File: config.mk
export PLATFORM = sky130hd
export DESIGN_NAME = dmem_arbiter
export DESIGN_NICKNAME = d
export VERILOG_FILES = /design/src/rtl/dmem_arbiter.sv
export SDC_FILE = /design/constraint.sdc
export NUM_CORES = 1
export LEC_CHECK = 0
export BUFFER_PORTS_ARGS = -buffer_cell sky130_fd_sc_hd__buf_4
export CAP_MARGIN = 20
export CELL_PAD_IN_SITES_DETAIL_PLACEMENT = 1
export CELL_PAD_IN_SITES_GLOBAL_PLACEMENT = 2
export CORE_UTILIZATION = 10
export DETAILED_ROUTE_END_ITERATION = 10
export PLACE_DENSITY = 0.92
export SYNTH_ARGS = -nofsm -noshare
export SYNTH_HDL_FRONTEND = slang
export SYNTH_SLANG_ARGS = --single-unit
export TNS_END_PERCENT = 5
File: constraint.sdc
create_clock -name clk -period 1.43 [get_ports clk]
set_input_delay 0.143 -clock clk [delete_from_list [all_inputs] [get_ports clk]]
set_output_delay 0.143 -clock clk [all_outputs]
set_load 0.01 [all_outputs]
File: src/rtl/dmem_arbiter.sv
// dmem_arbiter: shares a single-port data memory between the core MEM stage
// and an external host port. The core wins by default. A starvation counter
// bounds how long the host can be denied. A lock mode hands the memory to the
// host exclusively while the core is held.
// Optional feature: define DMEM_ARB_STATS_EN to add a saturating stall-cycle counter.
module dmem_arbiter #(
    parameter int DATA_WIDTH   = 32,
    parameter int ADDR_WIDTH   = 10,
    parameter int STARVE_LIMIT = 4
) (
    input  logic                    clk,
    input  logic                    rst,
    input  logic                    i_core_req,
    input  logic                    i_core_we,
    input  logic [ADDR_WIDTH-1:0]   i_core_addr,
    input  logic [DATA_WIDTH-1:0]   i_core_wdata,
    input  logic [DATA_WIDTH/8-1:0] i_core_wmask,
    output logic                    o_core_stall,
    output logic [DATA_WIDTH-1:0]   o_core_rdata,
    output logic                    o_core_rvalid,
    input  logic                    i_ext_valid,
    output logic                    o_ext_ready,
    input  logic                    i_ext_we,
    input  logic [ADDR_WIDTH-1:0]   i_ext_addr,
    input  logic [DATA_WIDTH-1:0]   i_ext_wdata,
    input  logic                    i_ext_lock,
    output logic [DATA_WIDTH-1:0]   o_ext_rdata,
    output logic                    o_ext_rvalid,
    output logic                    o_mem_en,
    output logic                    o_mem_we,
    output logic [ADDR_WIDTH-1:0]   o_mem_addr,
    output logic [DATA_WIDTH-1:0]   o_mem_wdata,
    output logic [DATA_WIDTH/8-1:0] o_mem_wmask,
    input  logic [DATA_WIDTH-1:0]   i_mem_rdata
`ifdef DMEM_ARB_STATS_EN
    ,
    output logic [15:0]             o_stall_cnt
`endif
);

    localparam int                 WAIT_W   = $clog2(STARVE_LIMIT + 1);
    localparam int                 MASK_W   = DATA_WIDTH / 8;
    localparam logic [WAIT_W-1:0]  WAIT_MAX = WAIT_W'(STARVE_LIMIT);

    typedef enum logic {
        S_SHARED,
        S_LOCK
    } state_e;

    typedef enum logic [1:0] {
        SRC_NONE,
        SRC_CORE,
        SRC_EXT
    } src_e;

    state_e              state_q, state_d;
    logic [WAIT_W-1:0]   waitCnt_q, waitCnt_d;
    src_e                rdSrc_q, rdSrc_d;
    logic                grantCore;
    logic                grantExt;

    // Pick one winner per cycle: core first unless the host has starved or owns the lock
    always_comb begin
        grantExt  = 1'b0;
        grantCore = 1'b0;
        if (state_q == S_LOCK) begin
            grantExt = i_ext_valid;
        end else begin
            grantExt  = i_ext_valid && (!i_core_req || (waitCnt_q == WAIT_MAX));
            grantCore = i_core_req && !grantExt;
        end
    end

    // Drive the memory command from the winner; idle cycles carry no write and no byte enables
    always_comb begin
        o_mem_en     = grantCore || grantExt;
        o_mem_we     = 1'b0;
        o_mem_addr   = '0;
        o_mem_wdata  = '0;
        o_mem_wmask  = '0;
        o_ext_ready  = grantExt;
        o_core_stall = i_core_req && !grantCore;
        if (grantExt) begin
            o_mem_we    = i_ext_we;
            o_mem_addr  = i_ext_addr;
            o_mem_wdata = i_ext_wdata;
            o_mem_wmask = {MASK_W{1'b1}};
        end else if (grantCore) begin
            o_mem_we    = i_core_we;
            o_mem_addr  = i_core_addr;
            o_mem_wdata = i_core_wdata;
            o_mem_wmask = i_core_wmask;
        end
    end

    // Next lock state, host wait counter and owner of the read landing next cycle
    always_comb begin
        state_d   = i_ext_lock ? S_LOCK : S_SHARED;
        waitCnt_d = waitCnt_q;
        rdSrc_d   = SRC_NONE;
        if (state_q == S_LOCK || grantExt || !i_ext_valid) begin
            waitCnt_d = '0;
        end else if (waitCnt_q != WAIT_MAX) begin
            waitCnt_d = waitCnt_q + 1'b1;
        end
        if (grantExt && !i_ext_we) begin
            rdSrc_d = SRC_EXT;
        end else if (grantCore && !i_core_we) begin
            rdSrc_d = SRC_CORE;
        end
    end

    // State registers; reset also drops any read that was in flight
    always_ff @(posedge clk or negedge rst) begin
        if (!rst) begin
            state_q   <= S_SHARED;
            waitCnt_q <= '0;
            rdSrc_q   <= SRC_NONE;
        end else begin
            state_q   <= state_d;
            waitCnt_q <= waitCnt_d;
            rdSrc_q   <= rdSrc_d;
        end
    end

    assign o_core_rvalid = (rdSrc_q == SRC_CORE);
    assign o_ext_rvalid  = (rdSrc_q == SRC_EXT);
    assign o_core_rdata  = (rdSrc_q == SRC_NONE) ? '0 : i_mem_rdata;
    assign o_ext_rdata   = (rdSrc_q == SRC_NONE) ? '0 : i_mem_rdata;

`ifdef DMEM_ARB_STATS_EN
    logic [15:0] stallCnt_q;

    // Saturating count of cycles the core spent stalled
    always_ff @(posedge clk or negedge rst) begin
        if (!rst) begin
            stallCnt_q <= '0;
        end else if (o_core_stall && (stallCnt_q != 16'hFFFF)) begin
            stallCnt_q <= stallCnt_q + 16'd1;
        end
    end

    assign o_stall_cnt = stallCnt_q;
`endif

endmodule

==> results.json, run 1 <==
{
  "synth.largest_area_cell": "sky130_fd_sc_hd__a22o_1",
  "slew_at_the_pin_closest_to_its_max_slew_limit_ns": 0.2441,
  "clock_tree.buffer_depth": 2,
  "placedCellCount": 508,
  "worst_setup_hold_path_clk_slew_ns": 0.03,
  "nNetsFinal": 504,
  "critical-path-slowest-cell": "sky130_fd_sc_hd__dfrtp_1",
  "synth-adder-area-share_pct": 2.028,
  "worst_clock_skew_ns": 0.002358,
  "grt_max_degree": 26,
  "synth_area_in_simple_gates_pct": 22.82,
  "htree_levels": 1,
  "vias_per_cell": 3.885,
  "detail_route.wl_per_cell_um": 15.11,
  "critical_path_peak_fanout": 7,
  "floorplan.die_area_um2": 12780,
  "ios": 243,
  "synth-warning-count": 0,
  "gr-total-overflow": 0,
  "hold_class": "in -> reg",
  "layout_min_cycle_time_ns": 1.816,
  "die_h_um": 113.1,
  "totalPowerFinal_uw": 1751,
  "grt_pass1_vias": 2042,
  "cts_inserted_buffers": 3,
  "route.final.wire_length_mm": 7.857,
  "setup.worst_path.class": "reg -> out",
  "synth_top_family_by_area": "compound AO/OA/AOI/OAI gates",
  "setup_viol": 49,
  "gpl.final_weighted_congestion": 0.7610,
  "detail_route.drc_violations": 0,
  "fp.coreArea_um2": 12010,
  "cts_root_buffer": "sky130_fd_sc_hd__clkbuf_16",
  "dp_slack_ns": -0.2412,
  "synthesis.nets": 283,
  "fin_worst_setup_slack_ns": -0.3864,
  "initial_core_util_pct": 10.27,
  "cts_tree": "yes",
  "leakage_uw": 0.001831,
  "max_slew_margin_pct": 83.72,
  "synth.mux.area_fraction_pct": 0.8114,
  "run_status": "finished with violations",
  "final_util_pct": 28.45,
  "initial_antenna_violation_count": 0,
  "synth_compound_area_share_pct": 35.60,
  "ys_top_cells_by_area": "sky130_fd_sc_hd__a22o_1 31%, sky130_fd_sc_hd__buf_4 20%, sky130_fd_sc_hd__nor2b_1 19%",
  "drive_gt1_share_pct": 74.53,
  "cp_required_ns": 1.29,
  "hpwl_mm": 6.689,
  "timing.fmax_mhz": 550.5,
  "drt-initial-drc-count": 38,
  "detail_route.first_pass.iterations": 4,
  "area_growth_pct": 177.0,
  "rsz_0062_raised_after_global_routing": "true",
  "port_buffers": 242,
  "n_antenna_cell": 0,
  "detail-route-antenna-nets": 0,
  "syn_avg_cell_area_um2": 8.011,
  "globalRouteTotalUtil_pct": 10.98,
  "whs_ns": 0.03032,
  "clock_latency_ns": 0.23,
  "yosys_register_bits": 6,
  "post_synth_inst_count": 154,
  "power.ir.vdd_worst_mv": 0.2661,
  "synthDistinctLibCells": 17,
  "clock_sink_count": 6,
  "chipWidth_um": 113.1,
  "final_hold_viol_count": 0,
  "timing.max_cap.violations": 0,
  "instances_no_fill": 520,
  "vias": 2020,
  "first_pass_grt_wire_length_mm": 10.87,
  "yosys.area_share.xor_xnor_pct": 0,
  "worst_setup_path_start_kind": "register",
  "power-per-cell-area_nw_per_um2": 512.3,
  "failed_checks": "setup timing",
  "seq_area_frac_synth_pct": 12.17,
  "netlist_area_um2": 1234,
  "synth_largest_type_area_fraction_pct": 30.53,
  "crit_path_cell_trace": "inv_2, ha_4, nand2_4, a21boi_4, buf_12, clkbuf_16, a22o_1, buf_4",
  "critical_path.endpoint_type": "output port",
  "timing.critical_path.arrival_ns": 1.67,
  "worst_stage_delay_on_the_critical_path_ns": 0.38,
  "placementRows": 40,
  "drv_slew": 0,
  "final.period_utilization_pct": 127.0
}
worst max-delay path, delay by kind of cell (launching register included):
family | cells | cell delay, ns
buffers and inverters | 4 | 0.52
flip-flops | 1 | 0.38
AO/OA/AOI/OAI | 2 | 0.34
adder cells (fa/ha/maj) | 1 | 0.15
AND/OR/NAND/NOR | 1 | 0.06
repair_timing:
action | CTS | global route
pin swaps | 19 | 17
resized for setup | 17 | 9
endpoints found under the setup margin | 53 | 56
endpoints found under the hold margin | 6 | 0
gates cloned | 2 | 2
hold buffers | 1 | 0
buffers inserted | 3 | 2
cell type report:
type / count / area (um2)
fillers: 1405 / 8594
flip-flops and latches: 6 / 150.1
multi-input cells: 100 / 842.1
inverters: 3 / 11.26
repair buffers: 261 / 2155
well taps: 147 / 183.9
clock buffers: 3 / 75.07
synthesized netlist by cell type (all sizes together):
cell and instances:
mux2i 1, a21boi 1, a31oi 1, a22o 43, nor2 5, nand2b 2, ha 2, nand3 1
nand2 2, inv 3, a21o 4, buf 42, dfrtp 6, nor2b 38, clkbuf 3
cell families (layout without fill, tap and decap cells):
kind of cell,Yosys count,count (layout)
buffers and inverters,48,267
DFF,6,6
AOI/OAI and AO/OA,49,49
and+or+nand+nor,48,48
adders and majority gates,2,2
muxes,1,1
layout by cell type (no fill, tap or decap), drive strengths merged:
master         n
nor2b         38
nand3          1
buf          258
a31oi          1
dfrtp          6
dlygate4sd3    1
a22o          43
a21boi         1
nand2b         2
mux2i          1
clkbuf         5
inv            3
ha             2
a21o           4
nand2          2
nor2           5
where the power goes:
part	total, uW	internal, uW	switching [uW]
combinational	1120	688	430
clock	450	359	91.8
sequential	182	176	5.28
total	1750	1220	527
state kept, by name, summed over array words and instances, names as in the netlist:
register	cells
rdSrc_q	2
state_q	1
waitCnt_q	3
stage by stage:
stage,setup TNS [ns],cell area [um2]
after global placement,-4.628,3065
after detailed placement,-7.640,3065
final,-17.08,3417
after CTS,-16.52,3319
after floorplan,0,1246
after global routing,-20.05,3417
routing by layer:
| metal | routed length, um | track usage, % |
|---|---|---|
| met1 | 3026 | 12.48 |
| met5 | 0 | 0 |
| met3 | 772 | 2.250 |
| met4 | 63 | 3.158 |
| met2 | 3994 | 20.53 |
final timing paths:
| kind | from | endpoint | slack, ns | depth (start not counted) |
|---|---|---|---|---|
| min | i_ext_lock | state_q | 0.03 | 1 |
| min reg2reg | waitCnt_q[0] | waitCnt_q[0] | 0.55 | 2 |
| max in group asynchronous | rst | waitCnt_q[1] | 1.02 | 2 |
| max | waitCnt_q[1] | o_mem_wdata[6] | -0.39 | 8 |
| min in group asynchronous | rst | state_q | 0.29 | 2 |
| max reg2reg | waitCnt_q[1] | rdSrc_q[1] | 0.05 | 7 |
Power figures use the tool's default switching activity.
==> run 2, diff against run 1 <==
MAX_ROUTING_LAYER = met4   (was unset)
==> run 2 against run 1 <==
Compared with the run above:
- the flow still finishes with violations (setup timing)
- power barely moved
- combinational power barely moved
- critical path depth did not move
- sequential power hardly changed
- count of clock-buffer cells in the layout is the same
- clock power is essentially flat
- first-iteration DRC count grew 2.6%
- utilization unchanged
- hold slack is essentially flat
- die area unchanged
- register-to-register slack hardly changed
- largest power group unchanged
- highest routed layer unchanged
==> results.json, run 2 (synthesis results as in run 1) <==
{
  "highest_utilization_routing_layer_at_the_global_route_stage": "met2",
  "totalPowerFinal_uw": 1750,
  "gr-usage-met1_pct": 13.13,
  "grt.met3_usage_pct": 1.178,
  "nNetsFinal": 504,
  "cp_required_ns": 1.29,
  "n_antenna_cell": 0,
  "commonest_cells_after_routing_fill_and_taps_aside": "241 x sky130_fd_sc_hd__buf_4, 38 x sky130_fd_sc_hd__a22o_1, 35 x sky130_fd_sc_hd__nor2b_1",
  "largest_reg_flops": 3,
  "vias_per_cell": 3.896,
  "final.period_utilization_pct": 127.1,
  "drt-initial-drc-count": 39,
  "layout_min_cycle_time_ns": 1.817,
  "power.ir.vdd_worst_mv": 0.2658,
  "drive_gt1_share_pct": 74.53,
  "clock_sink_count": 6,
  "setup.worst_path.class": "reg -> out",
  "chipWidth_um": 113.1,
  "worst_clock_skew_ns": 0.002351,
  "die_h_um": 113.1,
  "placementRows": 40,
  "htree_levels": 1,
  "failed_checks": "setup timing",
  "globalRouteTotalUtil_pct": 11.30,
  "biggestRegsByFlops": "waitCnt_q x3, rdSrc_q x2, state_q x1",
  "area.sequential_um2": 150.1,
  "critical_path.endpoint_type": "output port",
  "first_pass_grt_wire_length_mm": 10.87,
  "slew_at_the_pin_closest_to_its_max_slew_limit_ns": 0.2441,
  "gr-usage-met2_pct": 20.53,
  "dp_slack_ns": -0.2412,
  "rsz_0062_raised_after_global_routing": "true",
  "register_with_the_highest_flop_count": "waitCnt_q",
  "leakage_uw": 0.001831,
  "final_hold_viol_count": 0,
  "vias": 2026,
  "area_growth_pct": 177.0,
  "grt_pass1_vias": 2041,
  "instances_no_fill": 520,
  "hold_class": "in -> reg",
  "timing.max_cap.violations": 0,
  "intPower_uw": 1223,
  "drv_slew": 0,
  "r2r.worst_path.cells": 7,
  "grt_max_degree": 26,
  "clock_tree.buffer_depth": 2,
  "filler_cell_count": 1405,
  "seqPwrFrac_pct": 10.4,
  "hpwl_mm": 6.689,
  "detail_route.drc_violations": 0,
  "setup_viol": 49,
  "max_slew_margin_pct": 83.72,
  "fin_worst_setup_slack_ns": -0.3872,
  "cts_tree": "yes",
  "cts_root_buffer": "sky130_fd_sc_hd__clkbuf_16",
  "gr-total-overflow": 0,
  "power_frac_clock_pct": 25.7,
  "initial_antenna_violation_count": 0,
  "power-per-cell-area_nw_per_um2": 512.2,
  "multiInputGateArea_um2": 842.1,
  "detail-route-antenna-nets": 0,
  "worst_setup_path_start_kind": "register",
  "port_buffers": 242,
  "gpl.final_weighted_congestion": 0.7711,
  "worst_setup_hold_path_clk_slew_ns": 0.03,
  "fin_setup_tns_ns": -17.05,
  "detail_route.first_pass.iterations": 4,
  "mostFrequentLayoutCell": "sky130_fd_sc_hd__buf_4",
  "cts_inserted_buffers": 3,
  "timing.critical_path.arrival_ns": 1.67,
  "detail_route.wl_per_cell_um": 15.12,
  "ios": 243,
  "final_util_pct": 28.45,
  "floorplan.die_area_um2": 12780,
  "run_status": "finished with violations",
  "initial_core_util_pct": 10.27,
  "sw_power_uw": 526.8,
  "fp.coreArea_um2": 12010,
  "route.final.wire_length_mm": 7.860,
  "clock_latency_ns": 0.23,
  "timing.fmax_mhz": 550.3,
  "power.switching_fraction_pct": 30.10,
  "critical_path_peak_fanout": 7,
  "combPwrFrac_pct": 63.9,
  "placedCellCount": 508,
  "holdPathStages": 1
}
run 2: worst paths after layout:
| path | start | end | slack (ns) |
|---|---|---|---|
| max in group asynchronous | rst | waitCnt_q[1] | 1.02 |
| max reg2reg | waitCnt_q[1] | rdSrc_q[1] | 0.05 |
| min in group asynchronous | rst | state_q | 0.29 |
| min | i_ext_lock | state_q | 0.03 |
| max | waitCnt_q[1] | o_mem_wdata[6] | -0.39 |
| min reg2reg | waitCnt_q[0] | waitCnt_q[0] | 0.55 |
run 2: timing repair:
action | 4_1_cts | 5_1_grt
gates cloned | 2 | 2
setup endpoints to repair | 53 | 56
setup buffers | 3 | 2
gates resized for setup | 17 | 9
pin swaps | 19 | 17
hold buffers | 1 | 0
endpoints found under the hold margin | 6 | 0
run 2: cell type report:
type,count,share of cell area [%]
repair buffers,261,63.05
multi-input cells,100,24.64
well taps,147,5.383
flip-flops and latches,6,4.394
clock buffers,3,2.197
inverters,3,0.3295
run 2: per-layer routing:
layer  share of wire (%)  vias to the layer above
li1                    -                      955
met1                  40                      907
met2                  51                      162
met3                 8.3                        2
met4                0.80                        0
met5                   0                        -
run 2: critical path: stages (launching register included):
cell                        delay (ns)
sky130_fd_sc_hd__dfrtp_1          0.38
sky130_fd_sc_hd__inv_2            0.08
sky130_fd_sc_hd__ha_4             0.15
sky130_fd_sc_hd__nand2_4          0.06
sky130_fd_sc_hd__a21boi_4         0.20
sky130_fd_sc_hd__buf_12           0.17
sky130_fd_sc_hd__clkbuf_16        0.15
sky130_fd_sc_hd__a22o_1           0.14
sky130_fd_sc_hd__buf_4            0.12
run 2: power by group through the flow:
stage                     Sequential [uW]  Clock [uW]  Combinational [uW]
after floorplan                       181           0                 415
after global placement                183           0                1010
after detailed placement              183           0                1030
after CTS                             182         460                1100
after global routing                  182         470                1190
final                                 182         450                1120
run 2: through the flow:
stage | hold slack (ns) | area [um2]
4_1_cts | 0.03152 | 3319
3_3_place_gp | -0.04270 | 3065
6_report | 0.03046 | 3417
3_5_place_dp | -0.03834 | 3065
5_1_grt | 0.03197 | 3417
2_1_floorplan | -0.1526 | 1246
